[src/rtl/add4b.sv]
// 4-bit carry-lookahead adder slice with registered sum and group propagate/generate.
// Slice carry-out is left to the upper lookahead level: GG | (GP & C0).
module add4b (
  input  logic       clk,
  input  logic       rst_n,
  input  logic [3:0] ai,
  input  logic [3:0] bi,
  input  logic       C0,
  output logic [3:0] s,
  output logic       GP,
  output logic       GG
);

  logic [3:0] g;
  logic [3:0] p;
  logic [3:0] c;
  logic [3:0] s_d;
  logic [3:0] s_q;
  logic       gp_d;
  logic       gp_q;
  logic       gg_d;
  logic       gg_q;

  // XOR propagate lets the sum reuse p, and keeps GP and GG mutually exclusive.
  always_comb begin
    g = ai & bi;
    p = ai ^ bi;

    c[0] = C0;
    c[1] = g[0] | (p[0] & C0);
    c[2] = g[1] | (p[1] & g[0]) | (p[1] & p[0] & C0);
    c[3] = g[2] | (p[2] & g[1]) | (p[2] & p[1] & g[0])
         | (p[2] & p[1] & p[0] & C0);

    s_d  = p ^ c;
    gp_d = p[3] & p[2] & p[1] & p[0];
    gg_d = g[3] | (p[3] & g[2]) | (p[3] & p[2] & g[1])
         | (p[3] & p[2] & p[1] & g[0]);
  end

  always_ff @(posedge clk or negedge rst_n) begin
    if (!rst_n) begin
      s_q  <= 4'b0000;
      gp_q <= 1'b0;
      gg_q <= 1'b0;
    end else begin
      s_q  <= s_d;
      gp_q <= gp_d;
      gg_q <= gg_d;
    end
  end

  assign s  = s_q;
  assign GP = gp_q;
  assign GG = gg_q;

endmodule

[config.mk]
export PLATFORM = sky130hd
export DESIGN_NAME = add4b
export DESIGN_NICKNAME = d
export VERILOG_FILES = /design/src/rtl/add4b.sv
export SDC_FILE = /design/constraint.sdc
export NUM_CORES = 1
export LEC_CHECK = 0
export ABC_CLOCK_PERIOD_IN_PS = 800
export CORE_AREA = 10 10 47 49
export DETAILED_ROUTE_END_ITERATION = 12
export DIE_AREA = 0 0 57 59
export PLACE_DENSITY = 0.6
export SETUP_SLACK_MARGIN = 0.5
export SLEW_MARGIN = 20
export SYNTH_ARGS = -nofsm -noshare
export SYNTH_HDL_FRONTEND = slang
export SYNTH_SLANG_ARGS = --single-unit
[constraint.sdc]
create_clock -name clk -period 0.8 [get_ports clk]
set_input_delay 0.12 -clock clk [delete_from_list [all_inputs] [get_ports clk]]
set_output_delay 0.12 -clock clk [all_outputs]
set_load 0.01 [all_outputs]
### Yosys cells after proc, flatten, opt, wreduce, memory -nomap -nowiden

Index checks and enable logic that the tools add are counted.

* logic and storage cells: 30
* output and inout bits: 6
* flip-flop bits (word level): 6

* bitwise logic cells: 27

Operators by type and width (count)
* $and A1 B1 Y1: 15
* $or A1 B1 Y1: 9
* $xor A4 B4 Y4: 2
* $and A4 B4 Y4: 1

### Longest topological paths before layout

* word-level depth: 6
* gate-level depth with buffers: 4

### Worst setup path after synthesis

No wires, ideal clock.

* path kind: input to register
* from: input port ai[2]
* to: register s_q[3], in the netlist s[3]
* cell stages on the path: 4
* data arrival time: 873 ps
* slack: -196 ps
* buffers on the path: 0
* required time: 677 ps
* cells stage by stage: ha_1 a21oi_1 nand3_1 xor2_1

* cells in the longest elaborated chain, start to end: 6

Ends and longest elaborated chain
* from (decl): line 6 `input logic [3:0] ai,`
* $xor A4 B4 Y4: line 27 `p = ai ^ bi;`
* $and A1 B1 Y1, on equally long branches: line 32, 33
* $or A1 B1 Y1 (tied with other cells): line 32 `c[3] = g[2] | (p[2] & g[1]) | (p[2] & p[1] & g[0])`
* $or A1 B1 Y1 / $and A1 B1 Y1 (equally long branches): line 32, 33
* $or A1 B1 Y1 *: line 33 `| (p[2] & p[1] & p[0] & C0);`
* $xor A4 B4 Y4 *: line 35 `s_d = p ^ c;`
* via s_d[3]: line 17 `logic [3:0] s_d;`
* to (signal assigned): line 43 `s_q <= 4'b0000;`
* to (signal assigned): line 47 `s_q <= s_d;`
* to (decl): line 18 `logic [3:0] s_q;`

The timed path passes the listed nets; every way through them passes the cells marked *.

### Worst setup path after layout

* from: register s_q[0], in the netlist s[0]
* to: output port s[0]

RTL lines
* to (decl): line 9 `output logic [3:0] s,`

No word-level cell between the ends.

==> metrics.md <==
| Metric | Value |
|---|---|
| Area delta synth->final | 97.7% |
| CP Data Arrival Time | 710 ps |
| Share of cells above drive strength 1 | 72.0% |
| Sw Share | 26.0% |
| Die height | 59 um |
| Fmax | 1.20 GHz |
| CP cell instances | buf_2 |
| H-tree Lvls | 1 |
| Gpl congestion | 0.685 |
| Hold Crit Class | in -> async |
| IO Pins | 17 |
| Synth Area in Simple Gates | a little under a tenth |
| Unique masters post-synth | 13 |
| Buffers & Inverters on Critical Path | 1 |
| Via count | between 200 and 300 |
| GRT Total Usage | 4.66% |
| Critical-path top delay cell | dfrtp_1 |
| Status | finished with violations |
| Core area | approximately 1400 um^2 |
| DRC | 0 |
| Clk slew on worst S/H paths | 40 ps |
| Flop and latch count out of synthesis | 6 |
| # fillers | 146 |
| Final setup vio count | 6 |
| Syn nets | 43 |
| Routed length per placed instance | 11.9 um |
| Root Driver | clkbuf_4 |
| Compound-Gate Fraction of Synth Area | 8.98% |
| Final Cycle Share | 104% |
| P_sw | between 200 and 300 uW |
| DRT iter0 DRCs | 1 |
| Post-synthesis mux area share | 0% |
| Post-Syn Area | 320 um^2 |
| Largest net degree at the start of global routing | 7 |
| Post-route cell area | 633 um^2 |
| Max Buffers Root-to-Sink | 2 |
| CTS Buf Count | 3 |
| Area occupied by multi-input gates | 230 um^2 |
| Num Clock Sinks | 6 |
| Seq pwr share | 36.8% |
| First-pass GRT wire length | 1.26 mm |
| Instance count on the critical path | 1 |
| Hold Vio Cnt, Final | 6 |
| FF/Latch Area | 150 um^2 |
| Critical path class | reg -> out |
| Antenna diodes | 0 |
| Min Hold Slack | -148 ps |
| Syn_area_per_cell | 11.9 um^2 |
| Pwr dens | 1540 nW/um^2 |
| Drt total wl | 787 um |
| Nets | 68 |
| Maxcap violations | 0 |
| Logic pwr share | between 30 and 40% |
| Antenna-violating nets left | 0 |
| Main combinational cell family by area after synthesis | adder cells |
| Crit-path max cell delay | 350 ps |
| Placed inst area | 587 um^2 |
| Post-Synth XOR/XNOR Area | 8.20% |
| DP Cell Count | 62 |
| CP top delay family | flip-flops |
| RSZ-0062 raised after global routing | yes |
| Total grt overflow | 0 |
| Commonest non-fill, non-tap cell in the layout | buf_2 |
| Worst-path maximum fanout | 1 |
| Yosys warns | 0 |
| Final count of pins violating max slew | 0 |
| Hpwl dp | 626 um |
| Commonest non-fill, non-tap cells in the layout | buf_2 (7), dfrtp_1 (6), buf_6 (6) |
| Vias in the first global route | 315 |
| Worst setup SP type | flop |
| Pre-Repair DR Iteration Count | 2 |
| Antenna violations before repair | 0 |
| Gate count of the mapped netlist | 27 |
| Sequential area share after synthesis | a little under half |
| Peak supply drop | 0.000484 V |
| Critical Path RT | 680 ps |
| Die Span X | 57 um |
| CTS tree | built |
| DP Worst Slack | -657 ps |
| Port Buffers | 16 |
| Vias per inst | 4.09 |
| Die area | 3360 um^2 |
| Fin cells | 66 |
| Row cnt | 14 |
| Headroom to the max-slew limit | 82.9% |
| Leakage power | 0.299 nW |
| Measured slew at the worst slew-check pin | 256 ps |
| Post-layout minimum cycle time | 834 ps |
| Internal power | 720 uW |
| Violated checks | negative hold slack, negative setup slack |
| Worst setup EP type | primary output |
| Synth Area in Adders | 21.9% |
| Post-route setup slack | -33.8 ps |
| Clock share of power | 26.7% |
| Starting Density | a little under a quarter |
==> metrics by stage <==
stage	setup TNS, ps	total power, mW	utilization, %
2_1_floorplan	-61.9	0.520	-
3_3_place_gp	-4340	0.721	41.9
3_5_place_dp	-4370	0.724	41.9
4_1_cts	-274	0.967	42.8
5_1_grt	-396	1.04	45.2
6_report	-193	0.973	45.2
==> kinds of logic (layout without fill, tap and decap cells) <==
group                    after synthesis  in the layout
AO/OA/AOI/OAI                          4              4
XOR/XNOR                               3              3
adder cells (fa/ha/maj)                5              5
buffers and inverters                  4             27
flip-flops                             6              6
AND/OR/NAND/NOR                        5              5
==> layer usage <==
layer | track usage (%) | up-vias | share of wire (%)
met5 | 0 | - | 0
met4 | 3.02 | 0 | 0
met3 | 3.22 | 0 | 14
met2 | 6.98 | 13 | 48
met1 | 4.60 | 120 | 38
li1 | - | 137 | -
==> final cells by class <==
class / count / area share, %
Timing Repair Buffer: 20 / 28.9
Sequential cell: 6 / 23.7
Multi-Input combinational cell: 17 / 36.4
Tap cell: 16 / 3.16
Clock buffer: 3 / 3.56
Inverter: 4 / 4.35
==> synth_stat cells <==
master | n | share of area [%]
a21oi_2 | 1 | 2.7
ha_1 | 4 | 16
a21oi_1 | 1 | 1.6
nand4_1 | 1 | 2.0
fa_1 | 1 | 6.3
a21o_1 | 2 | 4.7
dfrtp_1 | 6 | 47
and4_2 | 1 | 3.1
nand3_1 | 2 | 3.1
xor2_1 | 1 | 2.7
xnor2_1 | 2 | 5.5
inv_1 | 4 | 4.7
nand2_1 | 1 | 1.2
==> worst paths after layout <==
path / start / end / slack [ps]
max: s[0] / s[0] / -30
min: rst_n / s[2] / -150
max in group asynchronous: rst_n / GG / 740
min in group clk: bi[3] / GG / 220
==> state kept, by name, summed over array words and instances (netlist names) <==
signal  flops
GG          1
s           4
GP          1
==> power groups by stage <==
stage | clock network [mW] | registers (mW) | logic, mW
after floorplan | 0 | 0.394 | 0.126
after global placement | 0 | 0.365 | 0.356
after detailed placement | 0 | 0.365 | 0.359
after CTS | 0.275 | 0.358 | 0.333
after global routing | 0.280 | 0.368 | 0.388
final | 0.260 | 0.358 | 0.355
==> repair_timing <==
item / CTS / global route
endpoints found under the hold margin: 6 / 6
gates resized for setup: 75 / 8
pin swaps: 12 / 10
buffers inserted: 1 / 0
setup endpoints to repair: 18 / 12
Note: power is estimated with default switching activity, not from simulation.
